`config.mk`:
```
export PLATFORM = sky130hd
export DESIGN_NAME = tile_blitter
export DESIGN_NICKNAME = d
export VERILOG_FILES = /design/src/rtl/tile_blitter.sv
export SDC_FILE = /design/constraint.sdc
export NUM_CORES = 1
export LEC_CHECK = 0
export BUFFER_PORTS_ARGS = -buffer_cell sky130_fd_sc_hd__buf_2
export CAP_MARGIN = 0
export CORE_MARGIN = 4
export CORE_UTILIZATION = 50
export CTS_BUF_LIST = sky130_fd_sc_hd__clkbuf_16
export DETAILED_ROUTE_END_ITERATION = 6
export HOLD_SLACK_MARGIN = 0.08
export PLACE_DENSITY = 0.8
export SLEW_MARGIN = 20
export SYNTH_ARGS = -nofsm -noshare
export SYNTH_HDL_FRONTEND = slang
export SYNTH_SLANG_ARGS = --single-unit
```
`constraint.sdc`:
```
create_clock -name clk -period 5.3 [get_ports clk]
set_input_delay 0.795 -clock clk [delete_from_list [all_inputs] [get_ports clk]]
set_output_delay 0.795 -clock clk [all_outputs]
set_load 0.01 [all_outputs]
```
`src/rtl/tile_blitter.sv`:
```
// ---------------------------------------------------------------------------
// tile_blitter
//   Copies one TILE x TILE block from the background, character or wall ROM,
//   or a solid fill colour, into the VRAM write port. Owns VRAM port A, but a
//   direct CPU pixel write always takes the port. While the CPU writes, the
//   blit pauses.
//
// Ports
//   clk, rst                        clock, synchronous active-high reset
//   cmd_valid/cmd_ready             command handshake (ready only in IDLE)
//   cmd_tile/x/y/transp/color       command fields, latched on accept
//   rom_addr                        shared ROM address {py,px}
//   bg_data/chr_data/wall_data      asynchronous ROM read data
//   cpu_vram_we/addr/data           CPU direct VRAM write
//   vram_we/addr/data               registered VRAM write port
//   busy, done                      status (done is a one-cycle pulse)
// ---------------------------------------------------------------------------
module tile_blitter #(
    parameter int          SCREEN_W  = 640,
    parameter int          SCREEN_H  = 480,
    parameter int          TILE      = 32,
    parameter logic [11:0] KEY_COLOR = 12'hF0F
) (
    input  logic        clk,
    input  logic        rst,
    input  logic        cmd_valid,
    output logic        cmd_ready,
    input  logic [1:0]  cmd_tile,
    input  logic [9:0]  cmd_x,
    input  logic [8:0]  cmd_y,
    input  logic        cmd_transp,
    input  logic [11:0] cmd_color,
    output logic [9:0]  rom_addr,
    input  logic [11:0] bg_data,
    input  logic [11:0] chr_data,
    input  logic [11:0] wall_data,
    input  logic        cpu_vram_we,
    input  logic [18:0] cpu_vram_addr,
    input  logic [11:0] cpu_vram_data,
    output logic        vram_we,
    output logic [18:0] vram_addr,
    output logic [11:0] vram_data,
    output logic        busy,
    output logic        done
);

    localparam int CW = $clog2(TILE);

    typedef enum logic [1:0] {S_IDLE, S_RUN, S_DONE} state_t;

    state_t         r_state;
    state_t         w_next;

    logic [CW-1:0]  r_px;
    logic [CW-1:0]  r_py;
    logic [1:0]     r_tile;
    logic [9:0]     r_x;
    logic [8:0]     r_y;
    logic           r_transp;
    logic [11:0]    r_color;

    logic           r_vram_we;
    logic [18:0]    r_vram_addr;
    logic [11:0]    r_vram_data;

    logic           w_accept;
    logic           w_adv;
    logic           w_last;
    logic           w_clip;
    logic           w_key;
    logic           w_write;
    logic [11:0]    w_src;
    logic [10:0]    w_sx;
    logic [9:0]     w_sy;
    logic [18:0]    w_addr;

    assign cmd_ready = (r_state == S_IDLE);
    assign busy      = (r_state == S_RUN) || (r_state == S_DONE);
    assign done      = (r_state == S_DONE);
    assign w_accept  = cmd_valid && cmd_ready;

    // A CPU write steals the cycle, so the pixel counters only move when the
    // port is free.
    assign w_adv  = (r_state == S_RUN) && !cpu_vram_we;
    assign w_last = (r_px == CW'(TILE - 1)) && (r_py == CW'(TILE - 1));

    assign rom_addr = 10'({r_py, r_px});

    always_comb begin
        case (r_tile)
            2'd0:    w_src = bg_data;
            2'd1:    w_src = chr_data;
            2'd2:    w_src = wall_data;
            default: w_src = r_color;
        endcase
    end

    // Screen coordinates are widened so that tiles hanging off the right or
    // bottom edge are clipped rather than wrapped.
    assign w_sx    = {1'b0, r_x} + 11'(r_px);
    assign w_sy    = {1'b0, r_y} + 10'(r_py);
    assign w_addr  = 19'(w_sy) * 19'(SCREEN_W) + 19'(w_sx);
    assign w_clip  = (w_sx >= 11'(SCREEN_W)) || (w_sy >= 10'(SCREEN_H));
    assign w_key   = r_transp && (r_tile != 2'd3) && (w_src == KEY_COLOR);
    assign w_write = (r_state == S_RUN) && !w_clip && !w_key;

    always_comb begin
        w_next = r_state;
        case (r_state)
            S_IDLE:  if (w_accept) w_next = S_RUN;
            S_RUN:   if (w_adv && w_last) w_next = S_DONE;
            S_DONE:  w_next = S_IDLE;
            default: w_next = S_IDLE;
        endcase
    end

    always_ff @(posedge clk) begin
        if (rst) begin
            r_state <= S_IDLE;
        end else begin
            r_state <= w_next;
        end
    end

    always_ff @(posedge clk) begin
        if (rst) begin
            r_px     <= '0;
            r_py     <= '0;
            r_tile   <= '0;
            r_x      <= '0;
            r_y      <= '0;
            r_transp <= 1'b0;
            r_color  <= '0;
        end else if (w_accept) begin
            r_px     <= '0;
            r_py     <= '0;
            r_tile   <= cmd_tile;
            r_x      <= cmd_x;
            r_y      <= cmd_y;
            r_transp <= cmd_transp;
            r_color  <= cmd_color;
        end else if (w_adv) begin
            // px wraps naturally because TILE is a power of two
            r_px <= r_px + 1'b1;
            if (r_px == CW'(TILE - 1)) begin
                r_py <= r_py + 1'b1;
            end
        end
    end

    // VRAM write register: CPU first, then the blitter pixel; addr/data hold
    // when nothing is written.
    always_ff @(posedge clk) begin
        if (rst) begin
            r_vram_we   <= 1'b0;
            r_vram_addr <= '0;
            r_vram_data <= '0;
        end else if (cpu_vram_we) begin
            r_vram_we   <= 1'b1;
            r_vram_addr <= cpu_vram_addr;
            r_vram_data <= cpu_vram_data;
        end else if (w_write) begin
            r_vram_we   <= 1'b1;
            r_vram_addr <= w_addr;
            r_vram_data <= w_src;
        end else begin
            r_vram_we   <= 1'b0;
        end
    end

    assign vram_we   = r_vram_we;
    assign vram_addr = r_vram_addr;
    assign vram_data = r_vram_data;

endmodule

```
Yosys cells after proc, flatten, opt, wreduce, memory -nomap -nowiden
Cells that the tools add are included.

Register bits: 78. Output and inout port bits: 45.

Multiply operators: 1. Magnitude comparators: 2. Reductions and logical operators: 19. Muxes and demuxes: 10. $add $sub $neg: 5. Equal/unequal tests: 10.

Operator list (number): 19-bit two-way mux (2); 12-bit one-hot mux with 3 select lines (1); 12-bit two-way mux (2); 19-bit by 11-bit adder with 19-bit output (1); 12-bit == test (second input constant) (1); 10-bit by 3-bit multiplier with 12-bit output (second input constant) (1); 10-bit by 5-bit adder with 11-bit output (1); 11-bit by 10-bit greater-or-equal comparator with 1-bit output (second input constant) (1); 5-bit by 1-bit adder with 5-bit output (second input constant) (2); 9-bit by 5-bit adder with 10-bit output (1); 5-bit == test (second input constant) (2); 10-bit by 9-bit greater-or-equal comparator with 1-bit output (second input constant) (1); 1-bit logical AND (8); 2-bit by 1-bit == test with 1-bit output (second input constant) (2); 2-bit == test (second input constant) (2); 2-bit zero test (2); 2-bit two-way mux (2); 2-bit by 1-bit != test with 1-bit output (second input constant) (2); 2-bit one-hot mux with 2 select lines (1); 2-bit AND reduction (2); 1-bit zero test (3); 1-bit logical OR (2); 1-bit two-way mux (2); 2-bit != test (second input constant) (1); 2 further kinds (2).

Depth between registers and ports, before layout
Depth after elaboration: 8. Gate-level depth with buffers: 16. Depth with buffers taken out: 16.

Least setup slack after synthesis
No wires, ideal clock.

Path kind: register to register. From: register r_py[0]. To: register r_vram_addr[18], in the netlist vram_addr[18]. Data arrival time: 3816 ps. Cell stages (with the launch flop): 17. Required time: 5205 ps. Path slack: 1389 ps. Library setup time: 95 ps. Cells stage by stage: dfxtp_1 -> ha_1 -> fa_1 -> a21o_1 -> a211oi_1 -> nor2_1 -> and2_1 -> or2_2 -> inv_1 -> ha_1 -> a211oi_1 -> o21ai_0 -> a211oi_1 -> nor4_1 -> nor4b_1 -> xnor2_1 -> o311ai_1.

Word-level cells in the longest chain between the ends: 7.

RTL lines: from (decl) (RTL line 55) `logic [CW-1:0] r_py;`; from (signal assigned) (RTL line 146) `r_py <= r_py + 1'b1;`; 9-bit by 5-bit adder with 10-bit output (*) (RTL line 101) `assign w_sy = {1'b0, r_y} + 10'(r_py);`; branches (longest 6 deep; another with 19-bit by 11-bit adder with 19-bit output); to (signal assigned) (RTL line 160) `r_vram_addr <= cpu_vram_addr;`; to (signal assigned) (RTL line 164) `r_vram_addr <= w_addr;`; to (decl) (RTL line 63) `logic [18:0] r_vram_addr;`.

Every way passes the cells marked *. The select of a mux whose other input is x is not followed. A chain may end at the register's enable or synchronous reset.

Worst setup path in the final report
From: register r_py[1]. To: register r_vram_addr[18], in the netlist vram_addr[18].

Same word-level chain as after synthesis.

==> summary.txt <==
Status
  – Status: finished clean

Critical path
  – Worst Setup End Kind: flip-flop
  – Startpoint types: flip-flop
  – Setup CP Type: flip-flop to flip-flop
  – CP Max Fanout: 6
  – CP Data Arrival Time: 4670 ps
  – WP data required: 5550 ps

Timing
  – Part of the cycle the worst path needs: 0.835
  – Setup_tns: 0 ps
  – RSZ-0062 raised after global routing: false
  – Hold_ws: 458 ps
  – Fmax achieved: 226 MHz
  – Worst slew margin: 0.374
  – Clock skew: 11.0 ps
  – Final slew viol count: 0
  – Tmin final: 4430 ps
  – Final count of hold timing violations: 0
  – Worst-margin pin slew: 939 ps
  – Final Worst Setup Slack: approximately 900 ps
  – Final setup violation count: 0

Die
  – Die footprint: 11,800 um2
  – DIE WIDTH: between 100 and 150 um
  – Rows: 36
  – Total core area: 9820 um2
  – Die Y: approximately 110 um
  – I/O pin count: 150
  – Initial Util: 0.516

Synth
  – Synth Warn #: 0
  – Yosys top cell by area: dfxtp_1
  – Synth top area share: 0.308
  – Mapped Area: 5070 um2
  – Syn_nets: about 750
  – Sequential area share after synthesis: 0.308
  – Post-synth top flop: dfxtp_1
  – Yosys cell types: 59
  – Ys async rst share: 0
  – Post-synth top cells: nand2_1, dfxtp_1, a21oi_1, nor2_1
  – Most common cell in the synthesized netlist: nand2_1
  – Post-synth EDFFs: 0
  – Cells after synthesis: 610
  – Area contributors post-synth: dfxtp_1, ha_1, nand2_1
  – Mapped Avg Cell Area: ~8.3 um2
  – Seq cells post-synth: 78

GRT
  – Vias in the first global route: 4,872
  – Gr ovfl total: 0
  – GR Util All Layers: 0.247
  – Met1 GRT Util: 0.307
  – Antenna violations before repair: 0
  – Largest net degree at the start of global routing: 84
  – Met3 Use GR: 0.0432
  – GR peak layer: met2
  – Global Route met2 Usage: 0.429
  – First-pass GRT wire length: around 23 mm

Layout
  – Share of cells above drive strength 1: 0.257
  – Fillers: around 890
  – Final layout net count: a little under 900
  – Area growth, synth to finish: 21.1%
  – ANT cells: 0

Route
  – Routed wire length per instance: roughly 17 um
  – Post-route ant nets: 0
  – Post-Route WL: ~15 mm
  – Vias per cell: about 5.8
  – Via count: between 5k and 6k
  – Drt pass-1 iters: 5
  – Initial DRC count: 282
  – Remaining DRCs: 0

Power
  – VDD IR-drop max: 0.000144 V
  – Pwr/cell area: 288 nW/um2
  – P_leak: 2.72 nW

Clock network
  – Clk sinks: 78
  – Postcts setup bufs: 0
  – Root cell of the clock tree: clkbuf_16
  – Hold buffer count at cts: 0
  – TritonCTS Buffers: 9
  – H-tree Lvls: 3
  – Reg clk slew, reported paths: about 60 ps
  – CTS max path bufs: 2
  – CTS tree: done
  – Clock latency on the worst-skew pair: 340 ps
  – Post-CTS sizing: 0

Flow run
  – Max-cap violation count: 0

Place
  – Detailed Place HPWL: between 10 and 15 mm
  – Place WS: 1040 ps
  – Buffers on Ports: ~150
  – Final GP Congestion: 0.918

Min path
  – Worst Hold Class: flip-flop to flip-flop
## through the flow
step / area, um2 / util / std cells / total power [mW]
floorplan: 5070 / - / 610 / 0.982
global placement: 5820 / 0.592 / 855 / 1.09
detailed placement: 5820 / 0.592 / 855 / 1.11
CTS: 6140 / 0.625 / 871 / 1.78
global route: 6140 / 0.626 / 871 / 1.86
finish: 6140 / 0.626 / 871 / 1.77
## power by group
part / switching [mW] / internal (mW) / total, mW
registers: 0.0427 / 0.636 / 0.679
logic: 0.247 / 0.179 / 0.425
clock network: 0.253 / 0.414 / 0.667
## final timing paths
kind | from | end | slack [ps] | cells after the start
setup / recovery | r_py[1] | vram_addr[18] | 870 | 15
hold / removal | r_color[4] | r_color[4] | 460 | 2
setup reg to reg | r_py[1] | vram_addr[18] | 870 | 15
hold reg to reg | r_color[4] | r_color[4] | 460 | 2
## routing by layer
layer	share of wire	vias to the layer above	wire length [um]
met5	0	-	0
met4	0.023	0	348
met3	0.058	27	858
met2	0.50	193	7490
met1	0.41	2375	6170
li1	-	2472	-
## logic make-up (layout without fill, tap and decap cells)
group / after synthesis / after routing / share of synthesized area
buffers and inverters: 57 / 185 / 0.0508
AO/OA/AOI/OAI: 157 / 157 / 0.207
XOR/XNOR: 25 / 25 / 0.0432
flip-flops: 78 / 78 / 0.308
AND/OR/NAND/NOR: 236 / 236 / 0.227
adder cells (fa/ha/maj): 38 / 38 / 0.0992
multiplexers: 19 / 19 / 0.0646
## layout make-up
type / count / area, um2 / area share
Sequential cell: 78 / 1560 / 0.254
Clock buffer: 9 / 225 / 0.0367
Multi-Input combinational cell: 475 / 3260 / 0.531
Clock inverter: 7 / 97.6 / 0.0159
Tap cell: 133 / 166 / 0.0271
Timing Repair Buffer: 152 / 768 / 0.125
Inverter: 17 / 63.8 / 0.0104
## flip-flops by register name, summed over array words and instances, names as in the netlist
| name | cells |
|---|---|
| r_color | 12 |
| r_px | 5 |
| r_py | 5 |
| r_state | 2 |
| r_tile | 2 |
| r_transp | 1 |
| r_x | 10 |
| r_y | 9 |
| vram_addr | 19 |
| vram_data | 12 |
| vram_we | 1 |
## placed cells by master (no fill, tap or decap), types with 8 or more instances in the layout
| master | n |
|---|---|
| nand3_1 | 26 |
| a21oi_1 | 48 |
| o21ai_0 | 33 |
| ha_1 | 33 |
| xor2_1 | 11 |
| xnor2_1 | 14 |
| nand4_1 | 8 |
| buf_2 | 149 |
| inv_1 | 18 |
| nor2_1 | 43 |
| mux2i_1 | 8 |
| mux4_2 | 11 |
| nand2_1 | 91 |
| nand3b_1 | 11 |
| clkbuf_16 | 9 |
| a311oi_1 | 21 |
| o221ai_1 | 9 |
| dfxtp_1 | 78 |
## critical path: stages (launching register included)
cell	delay, ps
dfxtp_1	470
ha_1	300
a211oi_1	320
o21bai_1	120
a21oi_1	290
xor2_1	310
inv_1	120
ha_1	310
ha_1	350
nor2b_1	160
o31a_1	290
or4_1	450
a31oi_1	180
nor4b_1	360
xnor2_1	110
o311ai_1	220
Power figures use the tool's default switching activity.
